[src/rtl/seg_scan_capture_pkg.sv]
// Shared segment-pattern constants and decode result type for the display-bus snooper.
// Patterns are active-low gfedcba, identical to what the BCD-to-7-segment encoder drives.
package seg_scan_capture_pkg;

    localparam int unsigned SEG_A = 0;
    localparam int unsigned SEG_B = 1;
    localparam int unsigned SEG_C = 2;
    localparam int unsigned SEG_D = 3;
    localparam int unsigned SEG_E = 4;
    localparam int unsigned SEG_F = 5;
    localparam int unsigned SEG_G = 6;

    localparam logic [6:0] SEG_0     = 7'h40;
    localparam logic [6:0] SEG_1     = 7'h79;
    localparam logic [6:0] SEG_2     = 7'h24;
    localparam logic [6:0] SEG_3     = 7'h30;
    localparam logic [6:0] SEG_4     = 7'h19;
    localparam logic [6:0] SEG_5     = 7'h12;
    localparam logic [6:0] SEG_6     = 7'h02;
    localparam logic [6:0] SEG_7     = 7'h78;
    localparam logic [6:0] SEG_8     = 7'h00;
    localparam logic [6:0] SEG_9     = 7'h10;
    localparam logic [6:0] SEG_BLANK = 7'h7F;

    typedef struct packed {
        logic       err;
        logic       blank;
        logic [3:0] bcd;
    } seg_dec_t;

endpackage

[src/rtl/seg_scan_capture_seg_to_bcd.sv]
// Combinational inverse of the 7-segment encoder: pattern -> {err, blank, bcd}.
module seg_to_bcd
    import seg_scan_capture_pkg::*;
(
    input  logic [6:0] seg,
    output seg_dec_t   dec
);

    always_comb begin
        dec = '0;
        case (seg)
            SEG_0:     dec.bcd   = 4'd0;
            SEG_1:     dec.bcd   = 4'd1;
            SEG_2:     dec.bcd   = 4'd2;
            SEG_3:     dec.bcd   = 4'd3;
            SEG_4:     dec.bcd   = 4'd4;
            SEG_5:     dec.bcd   = 4'd5;
            SEG_6:     dec.bcd   = 4'd6;
            SEG_7:     dec.bcd   = 4'd7;
            SEG_8:     dec.bcd   = 4'd8;
            SEG_9:     dec.bcd   = 4'd9;
            SEG_BLANK: dec.blank = 1'b1;
            default:   dec.err   = 1'b1;
        endcase
    end

endmodule

[src/rtl/seg_scan_capture.sv]
// Snoops the multiplexed 7-segment bus, qualifies stable digits and publishes whole frames over valid/ack.
// Optional macro SEG_SCAN_ERRCNT_EN adds a saturating err_count output for undecodable digits.
module seg_scan_capture
    import seg_scan_capture_pkg::*;
#(
    parameter int unsigned NUM_DIGITS    = 4,
    parameter int unsigned STABLE_CYCLES = 4
) (
    input  logic                    clk,
    input  logic                    rst_n,
    input  logic [6:0]              seg_in,
    input  logic [NUM_DIGITS-1:0]   an_in,
    output logic [4*NUM_DIGITS-1:0] bcd_out,
    output logic [NUM_DIGITS-1:0]   blank_out,
    output logic                    frame_valid,
    input  logic                    frame_ack,
    output logic                    frame_err,
    output logic                    overrun
`ifdef SEG_SCAN_ERRCNT_EN
    ,
    output logic [7:0]              err_count
`endif
);

    localparam int unsigned IDX_W  = (NUM_DIGITS > 1) ? $clog2(NUM_DIGITS) : 1;
    localparam int unsigned CNT_W  = $clog2(STABLE_CYCLES + 1);
    localparam int unsigned PAIR_W = NUM_DIGITS + 7;

    logic [6:0]              s_seg_q, s_seg_d;
    logic [NUM_DIGITS-1:0]   s_an_q, s_an_d;
    logic [PAIR_W-1:0]       prev_q, prev_d;
    logic [CNT_W-1:0]        cnt_q, cnt_d;
    logic [4*NUM_DIGITS-1:0] shadow_q, shadow_d;
    logic [NUM_DIGITS-1:0]   shadow_blank_q, shadow_blank_d;
    logic [NUM_DIGITS-1:0]   shadow_err_q, shadow_err_d;
    logic [NUM_DIGITS-1:0]   mask_q, mask_d;
    logic [4*NUM_DIGITS-1:0] bcd_q, bcd_d;
    logic [NUM_DIGITS-1:0]   blank_q, blank_d;
    logic                    valid_q, valid_d;
    logic                    err_q, err_d;
    logic                    overrun_q, overrun_d;
`ifdef SEG_SCAN_ERRCNT_EN
    logic [7:0]              errcnt_q, errcnt_d;
`endif

    logic [NUM_DIGITS-1:0]   lit;
    logic                    lit_one;
    logic [IDX_W-1:0]        lit_idx;
    logic [PAIR_W-1:0]       cur;
    logic                    accept;
    logic                    complete;
    seg_dec_t                dec;

    seg_to_bcd u_dec (
        .seg (s_seg_q),
        .dec (dec)
    );

    always_comb begin
        s_seg_d = seg_in;
        s_an_d  = an_in;
        cur     = {s_an_q, s_seg_q};
        lit     = ~s_an_q;
        lit_one = (lit != '0) && ((lit & (lit - 1'b1)) == '0);
        lit_idx = '0;
        for (int unsigned i = 0; i < NUM_DIGITS; i++) begin
            if (lit[i]) lit_idx = IDX_W'(i);
        end
    end

    // Counter saturates at STABLE_CYCLES so a held pair is accepted only on the step into that value.
    always_comb begin
        prev_d = cur;
        if (!lit_one) begin
            cnt_d = '0;
        end else if ((cur == prev_q) && (cnt_q != '0)) begin
            cnt_d = (cnt_q == CNT_W'(STABLE_CYCLES)) ? cnt_q : cnt_q + 1'b1;
        end else begin
            cnt_d = CNT_W'(1);
        end
        accept = lit_one && (cur == prev_q) && (cnt_q == CNT_W'(STABLE_CYCLES - 1));
    end

    always_comb begin
        complete       = &mask_q;
        shadow_d       = shadow_q;
        shadow_blank_d = shadow_blank_q;
        shadow_err_d   = shadow_err_q;
        mask_d         = complete ? '0 : mask_q;
        bcd_d          = bcd_q;
        blank_d        = blank_q;
        err_d          = err_q;
        valid_d        = valid_q;
        overrun_d      = overrun_q;

        if (accept) begin
            shadow_d[{lit_idx, 2'b00} +: 4] = dec.bcd;
            shadow_blank_d[lit_idx]         = dec.blank;
            shadow_err_d[lit_idx]           = dec.err;
            mask_d[lit_idx]                 = 1'b1;
        end

        // A completing frame is dropped rather than overwrite an unacknowledged one.
        if (complete) begin
            if (!valid_q || frame_ack) begin
                bcd_d   = shadow_q;
                blank_d = shadow_blank_q;
                err_d   = |shadow_err_q;
                valid_d = 1'b1;
            end else begin
                overrun_d = 1'b1;
            end
        end else if (valid_q && frame_ack) begin
            valid_d = 1'b0;
        end
    end

`ifdef SEG_SCAN_ERRCNT_EN
    always_comb begin
        errcnt_d = errcnt_q;
        if (accept && dec.err && (errcnt_q != 8'hFF)) errcnt_d = errcnt_q + 8'd1;
    end
`endif

    always_ff @(posedge clk) begin
        if (!rst_n) begin
            s_seg_q        <= '0;
            s_an_q         <= '0;
            prev_q         <= '0;
            cnt_q          <= '0;
            shadow_q       <= '0;
            shadow_blank_q <= '0;
            shadow_err_q   <= '0;
            mask_q         <= '0;
            bcd_q          <= '0;
            blank_q        <= '0;
            valid_q        <= 1'b0;
            err_q          <= 1'b0;
            overrun_q      <= 1'b0;
`ifdef SEG_SCAN_ERRCNT_EN
            errcnt_q       <= '0;
`endif
        end else begin
            s_seg_q        <= s_seg_d;
            s_an_q         <= s_an_d;
            prev_q         <= prev_d;
            cnt_q          <= cnt_d;
            shadow_q       <= shadow_d;
            shadow_blank_q <= shadow_blank_d;
            shadow_err_q   <= shadow_err_d;
            mask_q         <= mask_d;
            bcd_q          <= bcd_d;
            blank_q        <= blank_d;
            valid_q        <= valid_d;
            err_q          <= err_d;
            overrun_q      <= overrun_d;
`ifdef SEG_SCAN_ERRCNT_EN
            errcnt_q       <= errcnt_d;
`endif
        end
    end

    assign bcd_out     = bcd_q;
    assign blank_out   = blank_q;
    assign frame_valid = valid_q;
    assign frame_err   = err_q;
    assign overrun     = overrun_q;
`ifdef SEG_SCAN_ERRCNT_EN
    assign err_count   = errcnt_q;
`endif

endmodule

[config.mk]
export PLATFORM = sky130hd
export DESIGN_NAME = seg_scan_capture
export DESIGN_NICKNAME = d
export VERILOG_FILES = /design/src/rtl/seg_scan_capture_pkg.sv /design/src/rtl/seg_scan_capture_seg_to_bcd.sv /design/src/rtl/seg_scan_capture.sv
export SDC_FILE = /design/constraint.sdc
export NUM_CORES = 1
export LEC_CHECK = 0
export ABC_CLOCK_PERIOD_IN_PS = 2500
export CAP_MARGIN = 20
export CORE_AREA = 4 4 98 100
export DETAILED_ROUTE_END_ITERATION = 6
export DIE_AREA = 0 0 102 104
export GPL_TIMING_DRIVEN = 0
export SLEW_MARGIN = 30
export SYNTH_ARGS = -nofsm -noshare
export SYNTH_HDL_FRONTEND = slang
export SYNTH_HIERARCHICAL = 1
export SYNTH_SLANG_ARGS = --single-unit
[constraint.sdc]
create_clock -name clk -period 2.5 [get_ports clk]
set_clock_uncertainty 0.05 [all_clocks]
set_input_delay 0.5 -clock clk [delete_from_list [all_inputs] [get_ports clk]]
set_output_delay 0.5 -clock clk [all_outputs]
set_load 0.005 [all_outputs]
# After elaboration in Yosys (flattened, before gate mapping)
# Index checks and enable logic that the tools add are counted.
[classes]
n_addsub = 3
n_lt_le_gt_ge = 2
eq_ne = 15
n_shift = 2
mux = 18
bitwise = 4
reduce_logical = 21
[op_table]
columns = ["op", "n"]
rows = [
  ["one-hot mux 4 bit (9 select lines)", 1],
  ["equality test 7 bit (second input constant)", 4],
  ["equality test 7 x 5 -> 1 bit (second input constant)", 3],
  ["bitwise mux 16 bit", 1],
  ["variable shift 4 x 6 -> 16 bit (first input constant)", 1],
  ["indexed part select 4 x 6 -> 16 bit", 1],
  ["equality test 7 x 6 -> 1 bit (second input constant)", 2],
  ["equality test 11 bit", 1],
  ["OR reduction 11 bit", 1],
  ["AND reduction 5 bit", 2],
  ["two-way mux 1 bit", 9],
  ["bitwise mux 4 bit", 2],
  ["two-way mux 4 bit", 2],
  ["equality test 7 x 2 -> 1 bit (second input constant)", 1],
  ["zero test 7 bit", 1],
  ["logical AND 1 bit", 6],
  ["negation 4 -> 6 bit", 1],
  ["AND 4 bit", 1],
  ["zero test 4 bit", 1],
  ["two-way mux 2 bit", 2],
  ["inverter 4 bit", 1],
  ["OR 4 bit", 1],
  ["AND reduction 2 bit", 2],
  ["AND reduction 4 bit", 1],
  ["other kinds (17)", 17],
]
[word_totals]
ff_bits = 76
inputBits = 14
output_inout_bits = 23
wordCells = 79

# Depth between registers and ports, before layout
[depth]
depth_word = 10
depth_mapped = 10
mapped_depth_nobuf = 8

# By module
# The synthesis kept the hierarchy.
[by_module_without_submodules]
columns = ["module", "instances", "cells_each", "area_each_um2", "seq_area_each_um2"]
rows = [
  ["seg_scan_capture", 1, 357, 3133.0, 1521.5],
  ["seg_to_bcd", 1, 28, 191.4, 0.0],
]

# Worst setup path after synthesis
# No wires, ideal clock.
[synth_path]
path_type = "register to register"
start = "register s_an_q[2]"
end = "register shadow_q[5]"
setup_time_ps = 70
arrival_ps = 1900
required_ps = 2380
path_slack_ps = 480
stages_incl_launch_ff = 9
n_path_buf = 0
synth_period_minus_slack_ps = 2020
cell_sequence = "dfxtp_1 or2b_1 and2_1 ha_1 nor2_1 a21boi_0 and2_1 nand4_1 a21oi_1"
[synth_via]
elab_chain_cells = 7
elab_cells_between_ends = 15
classes_between = "add/sub (2); eq/ne (1); shift (2); mux (3); bitwise (2); reduce/logical (5)"
[synth_rtl]
columns = ["item", "line", "text"]
rows = [
  ["start: declaration", "seg_scan_capture.sv:30", "logic [NUM_DIGITS-1:0] s_an_q, s_an_d;"],
  ["start signal: assignment", "seg_scan_capture.sv:145", "s_an_q <= s_an_d;"],
  ["branches (longest 7 deep; another with negation 4 -> 6 bit)", "-", ""],
  ["end signal: assignment", "seg_scan_capture.sv:148", "shadow_q <= shadow_d;"],
  ["end: declaration", "seg_scan_capture.sv:33", "logic [4*NUM_DIGITS-1:0] shadow_q, shadow_d;"],
]
# Several ways; the timed one is not identified.
# A chain may end at the register's enable or synchronous reset.

# Worst setup path in the final report
[layout_path]
start = "register s_an_q[2]"
end = "register shadow_q[7]"
# Same word-level chain as after synthesis.

==> impl_table.tex <==
\begin{tabular}{lr}
\hline
Metric & Value \\
\hline
\multicolumn{2}{l}{\textbf{Run status}} \\
\quad Outcome & completed \\
\multicolumn{2}{l}{\textbf{Placed design}} \\
\quad Total placed cells including tap cells & roughly 530 \\
\quad Worst-case setup slack after placement & around 0.1 ns \\
\quad Standard cell area after detailed placement & around 3800 sq um \\
\quad Port Buf Inserts & 36 \\
\quad Detailed placer's ending HPWL & about 5500 microns \\
\quad Routability congestion estimate from global placement & 0.879 \\
\multicolumn{2}{l}{\textbf{CTS}} \\
\quad Clock slew at the register clock pins of the worst setup and hold paths & around 0.080 ns \\
\quad Clock latency of the later-clocked register in the worst-skew pair & 0.34 ns \\
\quad Number of H-tree levels & 3 \\
\quad CTS tree & done \\
\quad Clock sink count & 76 \\
\quad Clock buffer count from CTS & 9 \\
\quad Clock root buffer & clkbuf\_8 \\
\quad Worst-case clock buffer depth & 2 \\
\quad Hold-fix buffers, CTS & 0 \\
\multicolumn{2}{l}{\textbf{Routing}} \\
\quad Sum of routed wire length over all layers & roughly 7400 microns \\
\quad Post-DR vias/cell & roughly 5.1 \\
\quad Detail Route Antenna Nets & 0 \\
\quad 1st-iter DRT viols & $\sim$110 \\
\quad DR WL/cell & 13.5 microns \\
\quad Initial DRT Pass Iterations & 4 \\
\quad Total via count in the routed design & 2775 \\
\quad Remaining design rule violation count & 0 \\
\multicolumn{2}{l}{\textbf{Min path}} \\
\quad Worst Min Path Start & shadow\_q[1] \\
\quad Hold endpoint & bcd\_out[1] \\
\quad Worst min-delay path class & flip-flop to flip-flop \\
\quad Hold depth & 2 \\
\multicolumn{2}{l}{\textbf{Final layout}} \\
\quad Share of final-layout standard cells stronger than drive strength 1 & 0.0686 \\
\quad Number of fill cells in the layout & about 890 \\
\quad Area of the multi-input gates & $\sim$1600 sq um \\
\quad Nets@finish & roughly 460 \\
\quad Sequential cell area in the final layout & between 1500 and 2000 sq um \\
\quad Area added between synthesis and finish & 21.9\% \\
\quad Post-route non-filler standard cell count & approximately 550 \\
\quad Total non-filler cell area in the finished layout & a little over 4000 sq um \\
\quad Final antenna diode count & 0 \\
\quad Post-Route Utilization & 0.467 \\
\multicolumn{2}{l}{\textbf{Flow run}} \\
\quad Number of maximum-capacitance violations & 0 \\
\multicolumn{2}{l}{\textbf{Power}} \\
\quad Highest ir drop seen on vdd & 0.000299 V \\
\quad P\_int & approximately 1900 uW \\
\quad Portion of total power attributed to the clock network & 0.427 \\
\quad Share of total power in combinational logic & 0.060 \\
\quad Power Density & 600 nW/um\^{}2 \\
\quad Switching Share & 0.226 \\
\quad Relative contribution of sequential cells to total power & 0.513 \\
\quad Leak pwr & $\sim$0.0014 uW \\
\quad Switching component of the power & between 500 and 600 uW \\
\multicolumn{2}{l}{\textbf{Floorplanning}} \\
\quad Width of the die & $\sim$100 microns \\
\quad Initial core utilization & 0.383 \\
\quad Die Span Y & 104 microns \\
\quad Die Footprint & between 10000 and 15000 sq um \\
\quad Std cell rows & 34 \\
\quad Area of the core & 8680 sq um \\
\quad Boundary pin count & 37 \\
\multicolumn{2}{l}{\textbf{STA}} \\
\quad RSZ-0062 raised after global routing & no \\
\quad Transition time of the tightest slew-check pin & between 0.8 and 0.9 ns \\
\quad Relative max-transition margin & 0.416 \\
\quad Maximum clock frequency & about 430 MHz \\
\quad Final slew viol count & 0 \\
\quad Endpoints failing hold & 0 \\
\quad Total negative slack & 0 ns \\
\quad Final worst setup slack & roughly 0.16 ns \\
\quad Final critical delay including setup and external delays & about 2.3 ns \\
\quad Endpoints failing setup & 0 \\
\quad Final worst-path cycle share & 0.935 \\
\multicolumn{2}{l}{\textbf{Critical path}} \\
\quad Critical path type & flip-flop to flip-flop \\
\quad Reg2Reg Depth & 8 \\
\quad Top fanout value on the critical path & 7 \\
\quad End of the worst register-to-register path & shadow\_q[7] \\
\quad Critical Path End Type & flip-flop \\
\quad CP max-delay cell & dfxtp\_1 \\
\quad Chain of cells forming the critical path & or2b\_1 -> and2\_1 -> ha\_1 -> nor2\_1 -> a21boi\_1 -> and2\_1 -> nand4\_1 -> a21oi\_1 \\
\quad Required arrival time at the worst endpoint & 2.72 ns \\
\quad Reg2Reg Launch Point & s\_an\_q[2] \\
\quad CP Data Arrival Time & $\sim$2.6 ns \\
\quad Crit-path most repeated cell & and2\_1 \\
\quad Critical Path Source Type & flip-flop \\
\quad R2R setup slack & $\sim$0.16 ns \\
\quad Number of buffers and inverters on the critical path & 0 \\
\quad Cell family with most CP delay & simple AND/OR/NAND/NOR gates \\
\quad Maximum single-stage delay on the critical path & $\sim$0.45 ns \\
\multicolumn{2}{l}{\textbf{GRT}} \\
\quad Global-route usage over all layers & 0.143 \\
\quad Antenna violations before repair & 0 \\
\quad Pin count of the biggest net entering global routing & 14 \\
\quad Overflow after GRT & 0 \\
\quad Wire length of the first global-routing pass & $\sim$12000 microns \\
\quad Number of global-route vias before repair & approximately 2500 \\
\multicolumn{2}{l}{\textbf{Logic synthesis}} \\
\quad Yosys reg bits & 76 \\
\quad Average instance area after synthesis & 8.63 sq um \\
\quad Post-synthesis async set-or-reset flop share & 0 \\
\quad Commonest cells in the synthesized netlist & 76 x dfxtp\_1, 54 x a21oi\_1, 46 x nand2\_1 \\
\quad Sequential fraction of the synthesis area & 0.458 \\
\quad Number of synthesized flops with an enable pin & 0 \\
\quad Top-area cell type share of the netlist area & 0.458 \\
\quad Cell accounting for the most synthesized area & dfxtp\_1 \\
\quad Number of unique standard cell types used by synthesis & 35 \\
\quad Ys Warns & 6 \\
\quad Largest cells by area after synthesis & dfxtp\_1 46\%, a21oi\_1 8.1\%, and2\_1 7.2\% \\
\quad Synthesized netlist cell count & just under 400 \\
\quad Synthesized net count & a little over 400 \\
\quad Netlist Area Pre-Place & $\sim$3300 sq um \\
\quad Dominant register cell in the synthesized netlist & dfxtp\_1 \\
\quad Most frequently used cell type in the post-synthesis netlist & dfxtp\_1 \\
\hline
\end{tabular}
metal layers:
metal | GRT usage | part of all wire | up-vias
met1 | 0.185 | 0.47 | 1273
met2 | 0.237 | 0.48 | 49
li1 | - | - | 1444
met5 | 0 | 0 | -
met4 | 0.0422 | 0.012 | 0
met3 | 0.0302 | 0.039 | 9
layout by cell type, fill, tap and decap left out, types with 2 or more instances in the layout:
master and instances:
nor2b_1 2, nand2b_1 3, a21oi_1 54, ha_1 11, xor2_1 11, o211ai_1 8
o41ai_1 2, nand4_1 26, nand2_1 46, bufinv_16 2, clkinv_2 2, o21ai_0 28
clkdlybuf4s50_1 36, nand3_1 7, a31oi_1 4, buf_2 5, nor2_1 7, nor4_1 3
buf_6 3, buf_8 2, and2_1 38, clkbuf_8 10, xnor2_1 2, dfxtp_1 76
nor3_1 7, and3_1 5, clkbuf_1 14, inv_1 9
worst max path at each step:
stage,startpoint,to,slack (ns),cells after the start
after global placement,s_an_q[2],shadow_q[7],0.16,8
final,s_an_q[2],shadow_q[7],0.16,8
after CTS,s_an_q[2],shadow_q[7],0.07,8
after detailed placement,s_an_q[2],shadow_q[7],0.10,8
after global routing,s_seg_q[4],shadow_q[8],0.02,6
after floorplan,s_an_q[2],shadow_q[5],0.48,8
what timing repair did:
item	CTS	global route
endpoints found under the hold margin	0	0
setup endpoints to repair	0	5
gates resized for setup	0	2
setup buffers	0	0
final cells by class:
| class | instances | share of cell area |
|---|---|---|
| clock buffer | 10 | 0.0340 |
| inverter | 10 | 0.00926 |
| timing repair buffer | 36 | 0.0889 |
| buffer | 24 | 0.0349 |
| clock inverter | 6 | 0.0213 |
| multi-input combinational | 275 | 0.403 |
| sequential | 76 | 0.376 |
| tap | 108 | 0.0334 |
cell families after synthesis:
| family | after synthesis | synth area share |
|---|---|---|
| fa+ha+maj | 11 | 0.0414 |
| buf+inv | 34 | 0.0538 |
| simple gates | 149 | 0.241 |
| xor+xnor | 13 | 0.0342 |
| flops | 76 | 0.458 |
| compound gates | 102 | 0.172 |
worst register-to-register path, cell delays in order (launching register included):
cell	delay, ns
dfxtp_1	0.45
or2b_1	0.31
and2_1	0.24
ha_1	0.32
nor2_1	0.16
a21boi_1	0.30
and2_1	0.17
nand4_1	0.12
a21oi_1	0.16
flip-flops by register name, indices dropped and copies added, names as in the netlist, 7 cells and up:
register	flops
bcd_out	16
shadow_q	16
s_seg_q	7
prev_q	11
power by group through the flow:
| stage | sequential, uW | combinational, uW | clock, uW |
|---|---|---|---|
| after detailed placement | 1270 | 144 | 0 |
| after floorplan | 1270 | 97.7 | 0 |
| final | 1250 | 147 | 1040 |
| after CTS | 1250 | 146 | 1070 |
| after global placement | 1270 | 142 | 0 |
| after global routing | 1250 | 163 | 1120 |
through the flow:
step                hold slack, ns  total power [uW]
global placement             0.389              1420
floorplan                    0.378              1370
global route                 0.410              2530
detailed placement           0.396              1420
CTS                          0.400              2460
finish                       0.396              2430
Note: power is estimated with default switching activity, not from simulation.
